`src/rtl/i2c_byte_master.sv`:
```
// Byte-level I2C master: START / repeated START / STOP, ACK/NACK, open-drain pads.
// Define I2C_CLK_STRETCH_EN to add scl_i and honour slave clock stretching.
module i2c_byte_master #(
  parameter int CLK_DIV = 250,
  parameter int DIV_W   = 16
) (
  input  logic       clk,
  input  logic       rst_n,
  input  logic       cmd_valid,
  output logic       cmd_ready,
  input  logic       cmd_start,
  input  logic       cmd_stop,
  input  logic       cmd_rw,
  input  logic [7:0] cmd_wdata,
  output logic       rsp_valid,
  output logic [7:0] rsp_rdata,
  output logic       rsp_nack,
  output logic       busy,
  output logic       scl_oe,
  output logic       sda_oe,
`ifdef I2C_CLK_STRETCH_EN
  input  logic       scl_i,
`endif
  input  logic       sda_i
);

  typedef enum logic [2:0] {
    S_IDLE, S_START, S_RSTART, S_BIT,
    S_ACKB, S_HOLD, S_STOP
  } state_e;

  localparam logic [DIV_W-1:0] LAST =
    DIV_W'(CLK_DIV - 1);

  state_e           state_q, state_d;
  logic [DIV_W-1:0] cnt_q, cnt_d;
  logic [1:0]       ph_q, ph_d;
  logic [2:0]       bit_q, bit_d;
  logic [7:0]       tx_q, tx_d;
  logic [7:0]       rx_q, rx_d;
  logic [7:0]       rdata_q, rdata_d;
  logic             rw_q, rw_d;
  logic             stop_q, stop_d;
  logic             ack_q, ack_d;
  logic             nack_q, nack_d;
  logic             valid_q, valid_d;
  logic             run, last, stall;
  logic             adv, accept, lowp;

  assign cmd_ready = (state_q == S_IDLE) ||
                     (state_q == S_HOLD);
  assign busy      = (state_q != S_IDLE);
  assign rsp_valid = valid_q;
  assign rsp_rdata = rdata_q;
  assign rsp_nack  = nack_q;
  assign accept    = cmd_valid && cmd_ready;
  assign run       = !cmd_ready;
  assign last      = (cnt_q == LAST);
  assign lowp      = (ph_q == 2'd0) || (ph_q == 2'd3);

  always_comb begin
    stall = 1'b0;
`ifdef I2C_CLK_STRETCH_EN
    // Slave may hold SCL low right after we release it.
    stall = (ph_q == 2'd1) && (cnt_q == '0) && !scl_i &&
            (state_q inside {S_RSTART, S_BIT, S_ACKB, S_STOP});
`endif
    adv = run && last && !stall;
  end

  always_comb begin
    state_d = state_q;
    cnt_d   = cnt_q;
    ph_d    = ph_q;
    bit_d   = bit_q;
    tx_d    = tx_q;
    rx_d    = rx_q;
    rdata_d = rdata_q;
    rw_d    = rw_q;
    stop_d  = stop_q;
    ack_d   = ack_q;
    nack_d  = nack_q;
    valid_d = 1'b0;
    scl_oe  = 1'b0;
    sda_oe  = 1'b0;
    if (run && !stall)
      cnt_d = last ? '0 : cnt_q + DIV_W'(1);
    if (adv)
      ph_d = ph_q + 2'd1;
    if (accept) begin
      cnt_d  = '0;
      ph_d   = 2'd0;
      bit_d  = 3'd7;
      tx_d   = cmd_wdata;
      rw_d   = cmd_rw;
      stop_d = cmd_stop;
    end
    unique case (state_q)
      S_IDLE: begin
        if (accept) state_d = S_START;
      end
      S_HOLD: begin
        scl_oe = 1'b1;
        sda_oe = 1'b1;
        if (accept)
          state_d = cmd_start ? S_RSTART : S_BIT;
      end
      S_START: begin
        scl_oe = (ph_q == 2'd2);
        sda_oe = (ph_q != 2'd0);
        if (adv && ph_q == 2'd2) begin
          state_d = S_BIT;
          ph_d    = 2'd0;
        end
      end
      S_RSTART: begin
        scl_oe = lowp;
        sda_oe = ph_q[1];
        if (adv && ph_q == 2'd3) state_d = S_BIT;
      end
      S_BIT: begin
        scl_oe = lowp;
        sda_oe = !rw_q && !tx_q[bit_q];
        if (adv && ph_q == 2'd2)
          rx_d = {rx_q[6:0], sda_i};
        if (adv && ph_q == 2'd3) begin
          if (bit_q == 3'd0) state_d = S_ACKB;
          else bit_d = bit_q - 3'd1;
        end
      end
      S_ACKB: begin
        scl_oe = lowp;
        sda_oe = rw_q && !stop_q;
        if (adv && ph_q == 2'd2) ack_d = sda_i;
        if (adv && ph_q == 2'd3) begin
          valid_d = 1'b1;
          rdata_d = rw_q ? rx_q : 8'h00;
          nack_d  = !rw_q && ack_q;
          state_d = stop_q ? S_STOP : S_HOLD;
        end
      end
      S_STOP: begin
        scl_oe = (ph_q == 2'd0);
        sda_oe = (ph_q != 2'd2);
        if (adv && ph_q == 2'd2) begin
          state_d = S_IDLE;
          ph_d    = 2'd0;
        end
      end
      default: state_d = S_IDLE;
    endcase
  end

  always_ff @(posedge clk or negedge rst_n) begin
    if (!rst_n) begin
      state_q <= S_IDLE;
      cnt_q   <= '0;
      ph_q    <= 2'd0;
      bit_q   <= 3'd7;
      tx_q    <= 8'h00;
      rx_q    <= 8'h00;
      rdata_q <= 8'h00;
      rw_q    <= 1'b0;
      stop_q  <= 1'b0;
      ack_q   <= 1'b0;
      nack_q  <= 1'b0;
      valid_q <= 1'b0;
    end else begin
      state_q <= state_d;
      cnt_q   <= cnt_d;
      ph_q    <= ph_d;
      bit_q   <= bit_d;
      tx_q    <= tx_d;
      rx_q    <= rx_d;
      rdata_q <= rdata_d;
      rw_q    <= rw_d;
      stop_q  <= stop_d;
      ack_q   <= ack_d;
      nack_q  <= nack_d;
      valid_q <= valid_d;
    end
  end

endmodule

```
`config.mk`:
```
export PLATFORM = sky130hd
export DESIGN_NAME = i2c_byte_master
export DESIGN_NICKNAME = d
export VERILOG_FILES = /design/src/rtl/i2c_byte_master.sv
export SDC_FILE = /design/constraint.sdc
export NUM_CORES = 1
export LEC_CHECK = 0
export ABC_AREA = 1
export BUFFER_PORTS_ARGS = -buffer_cell sky130_fd_sc_hd__buf_2
export CAP_MARGIN = 10
export CORE_MARGIN = 3
export CORE_UTILIZATION = 55
export DETAILED_ROUTE_END_ITERATION = 8
export PLACE_DENSITY = 0.75
export SYNTH_ARGS = -nofsm -noshare
export SYNTH_HDL_FRONTEND = slang
export SYNTH_SLANG_ARGS = --single-unit
```
`constraint.sdc`:
```
create_clock -name clk -period 1.75 [get_ports clk]
set_input_delay 0.175 -clock clk [delete_from_list [all_inputs] [get_ports clk]]
set_output_delay 0.175 -clock clk [all_outputs]
set_load 0.05 [all_outputs]
```
==> results of run 1 <==
worst min-delay path by stage:
stage | startpoint | slack, ns | end
final | cmd_wdata[4] | 0.04 | tx_q[4]
after global routing | cmd_wdata[5] | 0.06 | tx_q[5]
after CTS | cmd_wdata[4] | 0.05 | tx_q[4]
after detailed placement | rst_n | 0.19 | cnt_q[10]
after global placement | rst_n | 0.19 | cnt_q[9]
after floorplan | rst_n | -0.12 | ack_q
final cells by class:
class | count | area (µm²) | share of cell area, %
multi-input cells | 271 | 1590 | 41.4
well taps | 67 | 83.8 | 2.19
clock inverters | 3 | 25.0 | 0.654
flip-flops and latches | 53 | 1330 | 34.9
repair buffers | 75 | 566 | 14.8
clock buffers | 5 | 68.8 | 1.80
inverters | 41 | 163 | 4.25
what timing repair did:
action | CTS | global route
gates resized for setup | 26 | 69
cloned | 0 | 2
buffers inserted | 13 | 8
endpoints found under the setup margin | 14 | 46
endpoints found under the hold margin | 50 | 0
hold buffers | 1 | 0
pin swaps | 8 | 23
power by group through the flow:
stage	Clock, mW	Combinational [mW]	Sequential (mW)
final	0.744	2.37	1.59
after global routing	0.793	2.59	1.61
after CTS	0.741	1.97	1.56
after detailed placement	0	1.68	1.59
after global placement	0	1.65	1.58
after floorplan	0	1.22	1.55
kinds of logic after synthesis:
family / share of synthesized area, %
xor+xnor: 1.24
flops: 47.1
simple gates: 31.9
compound gates: 10.0
buf+inv: 6.60
fa+ha+maj: 3.10
placed cells by master, fill, tap and decap left out, drive strengths merged, types with 2 or more instances in the layout:
cell	netlist	layout
nor2	40	40
nor3	7	7
ha	7	7
clkinvlp	0	2
nand2	116	116
dfstp	3	3
o21ai	30	30
buf	6	74
nand4	10	10
dfrtp	50	50
inv	41	42
xor2	3	3
nand3	34	34
clkbuf	1	5
a21oi	11	11
o22ai	7	7
worst min-delay path: cells and delay by family:
family | cells | cell delay [ns]
buffers and inverters | 1 | 0.07
AND/OR/NAND/NOR | 2 | 0.09
through the flow:
step,cell area (µm²),utilization [%]
floorplan,2860,-
global placement,3230,66.6
detailed placement,3230,66.6
CTS,3520,72.6
global route,3820,78.9
finish,3820,78.9
registers in the layout, indices dropped and copies added, names as in the netlist:
register / cells
rsp_nack: 1
rsp_valid: 1
tx_q: 8
bit_q: 3
rw_q: 1
rsp_rdata: 8
cnt_q: 16
state_q: 3
stop_q: 1
ack_q: 1
rx_q: 8
ph_q: 2
routing by layer:
metal	up-vias	GRT usage (%)	part of all wire (%)
li1	1364	-	-
met1	1373	33.0	45
met2	85	40.4	50
met3	15	4.76	4.6
met4	0	7.65	1.3
met5	-	0	0
==> results.tsv, run 1 <==
stage	metric	value	unit
outcome	status	finished, violations left	
outcome	violations	setup timing	
finish	nets	469	
global_route	gr-total-overflow	0	
synthesis	synth.distinct_cells	27	
finish	stdcell_count	515	
finish	num_antenna_cells	0	
sta	period_minus_slack	1.94	ns
synthesis	synth_area_leaders	dfrtp_1 44%, nand2_1 15%, nand3_1 6.0%	
clock_tree	cts_tree	done	
sta	worstMarginPinSlew	0.455	ns
place	gp_congestion	0.842	
synthesis	yosysTopAreaCell	dfrtp_1	
sta	max_freq	515	MHz
die	fp.dieW	77.7	µm
synthesis	yosys.cell_count.top_type	nand2_1	
routing	drtAntennaViolNets	0	
clock_tree	clkSinkCount	53	
flow_run	drv_cap	0	
critical_path	rr_endpoint	bit_q[0]	
synthesis	syn_avg_cell_area	7.59	µm²
die	num_rows	25	
sta	finalWorstSetupSlack	-0.190	ns
power	cellPowerDensity	1230	mW/mm²
global_route	track_usage	24.7	%
critical_path	critical_path.cell_chain	inv_2 > o21ai_1 > o221ai_1 > o21ai_1 > nand3_1 > nand2_1 > buf_6	
routing	viasPerCell	5.51	
sta	holdWs	0.0445	ns
power	p_sw_share	43.8	%
power	power	4.71	mW
die	initial_utilization	58.2	%
clock_tree	ctsRootBufferMaster	clkbuf_8	
hold_path	min_path_cells	3	
finish	drive_gt1_share	35.5	%
routing	dr.pass1.iters	5	
sta	final.setup.tns	-0.400	ns
critical_path	start_kind	register	
sta	setup-violations-final	5	
critical_path	cp-endpoint	sda_oe	
global_route	antenna_found_initial	0	
sta	fin_skew	0.0127	ns
place	portBuffers	28	
finish	fillers	305	
die	io_pins	29	
power	seqPwrFrac	33.8	%
critical_path	startpoint	bit_q[0]	
clock_tree	clk_pin_slew_worst_paths	0.11	ns
synthesis	yosys_warnings	0	
clock_tree	cts_max_level	2	
critical_path	rrSetupSlack	-0.06	ns
critical_path	end_kind	output port	
sta	fin_crit_sh	111	%
power	power_frac_comb	50.4	%
power	ir_drop	1560	µV
synthesis	ys_top_cells_by_count	112 x nand2_1, 50 x dfrtp_1, 38 x inv_1, 38 x nor2_1, 34 x nand3_1	
synthesis	async_flop_share	100	%
synthesis	synth_area	0.00282	mm²
critical_path	required	1.57	ns
sta	rsz0062_at_grt	yes	
critical_path	slowest_stage	dfstp_2	
power	p_sw	2.06	mW
critical_path	critPathBufInv	2	
sta	finalHoldViolCount	0	
synthesis	synth_enable_flop_cells	0	
power	p_int	2.64	mW
global_route	grt_start_max_net_pins	54	
place	dp_hpwl	4510	µm
finish	synthToLayoutAreaGrowth	35.4	%
sta	drv_slew	0	
synthesis	yosysSeqAreaShare	47.1	%
place	dp_cells	483	
critical_path	path_class	reg -> out	
die	die_h	77.7	µm
routing	vias	2837	
global_route	grt_pass1_wl	12000	µm
critical_path	slowest_delay	0.57	ns
critical_path	crit_family	flip-flops	
synthesis	yosys.area.top_type_share	44.3	%
synthesis	synthFlopType	dfrtp_1	
power	p_leak	1.91	nW
synthesis	ys_ff_latch	53	
die	core	0.00485	mm²
critical_path	cp_common_cell	o21ai_1	
power	power.share.clock	15.8	%
clock_tree	clk_latency	0.32	ns
global_route	grt_pass1_vias	2665	
routing	wl_per_cell	15.2	µm
critical_path	crit_cells	7	
sta	slew_headroom	69.3	%
clock_tree	cts_inserted_buffers	5	
place	dp_slack	0.00787	ns
critical_path	reg2reg_depth	12	
clock_tree	cts_buffer_depth	2	
critical_path	r2r-start	cnt_q[1]	
synthesis	synthCells	372	
routing	wl	7830	µm
critical_path	cp.arrival	1.77	ns
critical_path	critical_path.max_fanout	7	
routing	drt_iter0_drc	261	
die	die-area	0.00603	mm²
synthesis	syn-num-nets	394	
hold_path	min_path_type	in -> reg	
routing	drc	0	
(Power assumes the default switching activity.)
==> run 2, diff against run 1 <==
ABC_AREA = unset   (was 1)
CORE_UTILIZATION = 58   (was 55)
PLACE_DENSITY = 0.79   (was 0.75)
==> run 2 against run 1 <==
Highest routed layer unchanged. Flip-flop and latch count did not move. Combinational power rose by 38%. Critical path depth rose by 3. Largest power group unchanged. First-iteration DRC count rose to 2.9 times the previous value. The run ends with DRC, setup timing left. Via count rose by 24%. Global-route usage rose by 12 points.
==> results.tsv, run 2 <==
stage	metric	value	unit
outcome	violations	DRC, setup timing	
global_route	grt_start_max_net_pins	31	
global_route	gr-total-overflow	0	
routing	drc	2	
routing	wl	13600	µm
finish	drive_gt1_share	55.7	%
die	core	0.00453	mm²
clock_tree	cts_max_level	2	
sta	worstMarginPinSlew	0.566	ns
finish	largest_reg_flops	16	
critical_path	end_kind	register	
synthesis	syn_avg_cell_area	9.71	µm²
sta	setup-violations-final	56	
critical_path	start_kind	register	
routing	vias	3509	
global_route	grt-busiest-layer	met2	
synthesis	synth_enable_flop_cells	0	
routing	dr.pass1.iters	9	
power	ir_drop	1150	µV
finish	nets	430	
sta	fin_crit_sh	145	%
die	die_h	75.9	µm
die	initial_utilization	62.5	%
place	dp_hpwl	5110	µm
global_route	met1_usage	44.3	%
die	fp.dieW	75.9	µm
finish	synthToLayoutAreaGrowth	54.9	%
hold_path	hp-start	cmd_rw	
synthesis	synth.distinct_cells	44	
sta	fin_skew	0.00948	ns
critical_path	slowest_delay	0.49	ns
synthesis	synthFlopType	dfrtp_1	
clock_tree	cts_inserted_buffers	5	
global_route	grtUsageMet2	59.5	%
critical_path	cp.arrival	2.74	ns
clock_tree	clkSinkCount	53	
synthesis	yosys.area.top_type_share	44.2	%
clock_tree	clk_pin_slew_worst_paths	0.10	ns
sta	slew_headroom	62.2	%
clock_tree	ctsRootBufferMaster	clkbuf_8	
synthesis	ys_ff_latch	53	
die	num_rows	24	
power	cellPowerDensity	1310	mW/mm²
finish	mostFrequentLayoutCells	69 x buf_4, 49 x dfrtp_1, 31 x nand2_1	
critical_path	r2r-start	cnt_q[1]	
place	portBuffers	28	
synthesis	synthCells	292	
synthesis	synth_area	0.00283	mm²
flow_run	drv_cap	0	
global_route	track_usage	37.0	%
critical_path	critical_path.cell_chain	inv_2 > ha_4 > or4b_4 > buf_6 > nor4_4 > buf_4 > buf_12 > a31oi_4 > o21ai_2 > o31ai_2	
routing	viasPerCell	7.40	
synthesis	yosysTopAreaCell	dfrtp_1	
place	gp_congestion	0.881	
finish	num_antenna_cells	0	
sta	drv_slew	0	
routing	drt_iter0_drc	768	
die	die-area	0.00576	mm²
global_route	grt_pass1_wl	16600	µm
finish	final_common_cell	buf_4	
sta	rsz0062_at_grt	yes	
synthesis	synth_area_leaders	dfrtp_1 44%, mux2_2 7.5%, nand2_1 5.2%	
clock_tree	cts_tree	done	
critical_path	reg2reg_depth	10	
synthesis	ys_top_cells_by_count	50 x dfrtp_1, 39 x nand2_1, 22 x o21ai_0	
global_route	antenna_found_initial	0	
die	io_pins	29	
synthesis	yosys_warnings	0	
hold_path	min_to	rw_q	
finish	stdcell_count	474	
critical_path	rrSetupSlack	-0.79	ns
sta	finalWorstSetupSlack	-0.790	ns
global_route	grt_pass1_vias	3152	
sta	period_minus_slack	2.54	ns
global_route	use_met3	10.3	%
hold_path	min_path_cells	2	
place	dp_cells	429	
hold_path	min_path_type	in -> reg	
critical_path	required	1.96	ns
critical_path	rr_endpoint	state_q[2]	
sta	max_freq	394	MHz
routing	wl_per_cell	28.7	µm
power	p_leak	2.04	nW
outcome	status	finished, violations left	
critical_path	critical_path.max_fanout	6	
critical_path	slowest_stage	or4b_4	
routing	drtAntennaViolNets	0	
clock_tree	clk_latency	0.33	ns
synthesis	async_flop_share	100	%
clock_tree	cts_buffer_depth	2	
synthesis	yosysSeqAreaShare	46.9	%
finish	largest_register	cnt_q	
place	dp_slack	-0.547	ns
critical_path	path_class	reg -> reg	
synthesis	syn-num-nets	314	
synthesis	yosys.cell_count.top_type	dfrtp_1	
finish	fillers	78	
sta	finalHoldViolCount	0	
[run 2: cell types whose count changed in the layout (fill, tap and decap cells not counted), moves of 8 or more]
cell	before	now
mux2_2	0	9
buf_6	10	24
nor2_2	11	1
inv_1	29	6
mux2_4	0	10
o21ai_0	21	1
nand3_2	11	2
nand2_2	13	5
o21ai_2	2	14
nand2_1	98	31
nor2_1	23	9
buf_4	37	69
[run 2: logic make-up (layout without fill, tap and decap cells)]
family | count (synthesis) | count (layout) | share of synthesized area, %
xor gates and xnor gates | 4 | 4 | 1.24
muxes | 23 | 23 | 9.85
DFF | 53 | 53 | 46.9
buffers and inverters | 29 | 145 | 4.24
adders and majority gates | 7 | 7 | 3.09
AOI/OAI and AO/OA | 56 | 56 | 12.2
and+or+nand+nor | 120 | 121 | 22.5
[run 2: area by class of cell]
type	instances	area, µm²	area share, %
Multi-Input combinational cell	211	1780	40.6
Sequential cell	53	1330	30.3
Timing Repair Buffer	125	1040	23.8
Tap cell	65	81.3	1.85
Clock buffer	5	68.8	1.57
Inverter	12	57.6	1.31
Clock inverter	3	25.0	0.570
[run 2: metal layers]
layer	wire, µm	share of wire (%)
met5	0	0
met4	1270	9.3
met3	2100	15
met2	5880	43
met1	4370	32
[run 2: metrics by stage]
step | cell area, µm² | power (mW) | util [%] | hold slack, ns | setup TNS, ns
2_1_floorplan | 2960 | 2.92 | - | -0.121 | -17.36
5_1_grt | 4390 | 5.84 | 96.8 | 0.0796 | -32.46
6_report | 4390 | 5.75 | 96.8 | 0.0828 | -31.85
4_1_cts | 4060 | 4.87 | 89.5 | 0.0850 | -21.16
3_3_place_gp | 3540 | 3.59 | 78.1 | 0.192 | -16.50
3_5_place_dp | 3540 | 3.67 | 78.1 | 0.203 | -19.23
[run 2: worst max-delay path: cells and delay by family, from the launching register on]
| kind | cells | cell delay [ns] |
|---|---|---|
| compound gates | 3 | 0.40 |
| simple gates | 2 | 0.83 |
| fa+ha+maj | 1 | 0.12 |
| flops | 1 | 0.43 |
| buf+inv | 4 | 0.63 |
[run 2: power breakdown]
part | leakage, nW | total [mW] | switching (mW) | internal (mW)
Sequential | 0.692 | 1.73 | 0.265 | 1.46
Combinational | 1.30 | 3.28 | 1.74 | 1.54
Clock | 0.0447 | 0.743 | 0.453 | 0.290
Total | 2.04 | 5.75 | 2.46 | 3.29
[run 2: worst max path at each step]
stage                         from    endpoint  depth (start not counted)
after floorplan           cnt_q[1]  state_q[0]                          8
after global placement    cnt_q[1]  state_q[0]                          7
after detailed placement  cnt_q[1]  state_q[0]                          7
after CTS                 cnt_q[1]  state_q[0]                          7
after global routing       ph_q[0]      sda_oe                          7
final                     cnt_q[1]  state_q[2]                         10
[run 2: repair_timing]
action | CTS | global route
hold buffers | 1 | 0
endpoints found under the setup margin | 56 | 57
endpoints found under the hold margin | 20 | 0
pin swaps | 21 | 28
resized for setup | 63 | 60
setup buffers | 17 | 24
gates cloned | 2 | 1
==> run 3, diff against run 2 <==
BUFFER_PORTS_ARGS = unset   (was -buffer_cell sky130_fd_sc_hd__buf_2)
DONT_BUFFER_PORTS = 1   (was unset)
PLACE_DENSITY = 0.74   (was 0.79)
==> run 3 against run 2 <==
The run ends with setup timing left. Worst hold slack worse by 0.074 ns. Worst setup slack worse by 0.023 ns. Non-clock buffer count is 49 lower. Final cell count is 10% lower. First-iteration DRC count is 60% lower. Critical path depth is 3 lower.
==> results.tsv, run 3 (same netlist as run 2, synthesis figures left out) <==
stage	metric	value	unit
place	gp_congestion	0.897	
die	io_pins	29	
critical_path	required	1.93	ns
critical_path	end_kind	register	
critical_path	rr_endpoint	state_q[0]	
sta	period_minus_slack	2.56	ns
routing	viasPerCell	6.38	
die	fp.dieW	75.9	µm
routing	drc	0	
power	cellPowerDensity	1270	mW/mm²
global_route	grt-busiest-layer	met2	
critical_path	path_class	reg -> reg	
global_route	grtUsageMet2	45.2	%
clock_tree	cts_tree	done	
global_route	track_usage	27.8	%
sta	finalHoldViolCount	0	
global_route	grt_pass1_vias	2492	
power	power	5.03	mW
die	core	0.00453	mm²
sta	worstMarginPinSlew	0.566	ns
finish	multi_input_area	0.00166	mm²
global_route	grt_pass1_wl	12800	µm
critical_path	cp-endpoint	state_q[0]	
critical_path	crit_cells	7	
finish	drive_gt1_share	44.4	%
global_route	grt_start_max_net_pins	54	
power	ir_drop	1050	µV
routing	wl_per_cell	21.1	µm
sta	max_freq	390	MHz
sta	setup-violations-final	56	
global_route	antenna_found_initial	0	
die	die_h	75.9	µm
clock_tree	cts_buffer_depth	2	
routing	dr.pass1.iters	5	
critical_path	startpoint	cnt_q[1]	
global_route	use_met3	5.09	%
finish	nets	381	
sta	finalWorstSetupSlack	-0.813	ns
hold_path	min_path_type	in -> reg	
sta	holdWs	0.00895	ns
finish	synthToLayoutAreaGrowth	39.6	%
critical_path	rrSetupSlack	-0.81	ns
hold_path	min_path_cells	1	
place	portBuffers	0	
outcome	violations	setup timing	
finish	num_antenna_cells	0	
global_route	gr-total-overflow	0	
global_route	met1_usage	37.9	%
routing	wl	8990	µm
finish	final_common_cell	buf_4	
clock_tree	clk_pin_slew_worst_paths	0.10	ns
finish	largest_reg_flops	16	
clock_tree	clkSinkCount	53	
critical_path	slowest_stage	o41ai_1	
sta	drv_slew	0	
routing	vias	2710	
critical_path	crit_family	compound AO/OA/AOI/OAI gates	
clock_tree	ctsRootBufferMaster	clkbuf_8	
finish	fillers	187	
critical_path	reg2reg_depth	7	
finish	seq_area	0.00133	mm²
critical_path	slowest_delay	0.56	ns
flow_run	drv_cap	0	
critical_path	start_kind	register	
critical_path	cp.arrival	2.74	ns
die	initial_utilization	62.5	%
sta	slew_headroom	61.8	%
clock_tree	clk_latency	0.31	ns
die	die-area	0.00576	mm²
power	p_leak	1.75	nW
die	num_rows	24	
finish	largest_register	cnt_q	
critical_path	r2r-start	cnt_q[1]	
sta	rsz0062_at_grt	yes	
clock_tree	cts_max_level	2	
routing	drtAntennaViolNets	0	
critical_path	critical_path.max_fanout	3	
place	dp_slack	-0.556	ns
critical_path	critPathBufInv	1	
critical_path	critical_path.cell_chain	inv_2 > ha_1 > or4b_4 > o41ai_1 > a31oi_1 > a2111oi_2 > a211oi_1	
outcome	status	finished, violations left	
sta	fin_skew	0.0118	ns
finish	mostFrequentLayoutCells	54 x buf_4, 49 x dfrtp_1, 31 x nand2_1	
place	dp_hpwl	4700	µm
sta	fin_crit_sh	146	%
routing	drt_iter0_drc	309	
clock_tree	cts_inserted_buffers	5	
run 3: cell types whose count changed in the layout (fill, tap and decap cells not counted), sizes merged:
cell         previous run  this run
clkbuf                  5         6
clkinvlp                3         1
bufinv                  0         1
dlygate4sd3             1         3
buf                   124        73
run 3: worst min-delay path by stage:
stage / end / startpoint
floorplan: ack_q / rst_n
global placement: cnt_q[6] / rst_n
detailed placement: cnt_q[6] / rst_n
CTS: tx_q[0] / cmd_wdata[0]
global route: tx_q[3] / cmd_wdata[3]
finish: tx_q[0] / cmd_wdata[0]
run 3: worst reg2reg max path: cells and delay by family, from the launching register on:
kind,cells,cell delay [ns]
DFF,1,0.41
buffers and inverters,1,0.07
adders and majority gates,1,0.12
AOI/OAI and AO/OA,4,1.34
and+or+nand+nor,1,0.49
run 3: layout make-up:
| cell class | count | share of cell area [%] |
|---|---|---|
| inverter | 12 | 1.33 |
| multi-input combinational | 211 | 42.0 |
| tap | 65 | 2.06 |
| sequential | 53 | 33.6 |
| timing repair buffer | 76 | 17.9 |
| clock inverter | 2 | 0.949 |
| clock buffer | 6 | 2.09 |
run 3: power breakdown:
| part | internal, mW | leakage [nW] | total (mW) | switching [mW] |
|---|---|---|---|---|
| registers | 1.46 | 0.691 | 1.64 | 0.185 |
| logic | 1.22 | 1.01 | 2.51 | 1.30 |
| clock network | 0.465 | 0.0574 | 0.874 | 0.409 |
| total | 3.14 | 1.75 | 5.03 | 1.89 |
run 3: routing by layer:
metal / vias up / wire length (µm)
met5: - / 0
met1: 1290 / 3420
met2: 196 / 4310
met4: 0 / 406
li1: 1182 / -
met3: 42 / 851
run 3: timing repair:
action | CTS | global route
endpoints found under the setup margin | 56 | 57
pin swaps | 15 | 29
gates resized for setup | 34 | 41
hold buffers | 2 | 2
gates cloned | 1 | 1
endpoints found under the hold margin | 53 | 2
setup buffers | 9 | 6
run 3: per-stage QoR:
step / cells / cell area, µm² / utilization [%] / TNS, ns
finish: 425 / 3960 / 87.3 / -24.27
global placement: 399 / 3390 / 74.7 / -16.93
detailed placement: 399 / 3390 / 74.7 / -19.55
CTS: 419 / 3780 / 83.4 / -19.56
floorplan: 292 / 2960 / - / -17.36
global route: 425 / 3960 / 87.3 / -28.07
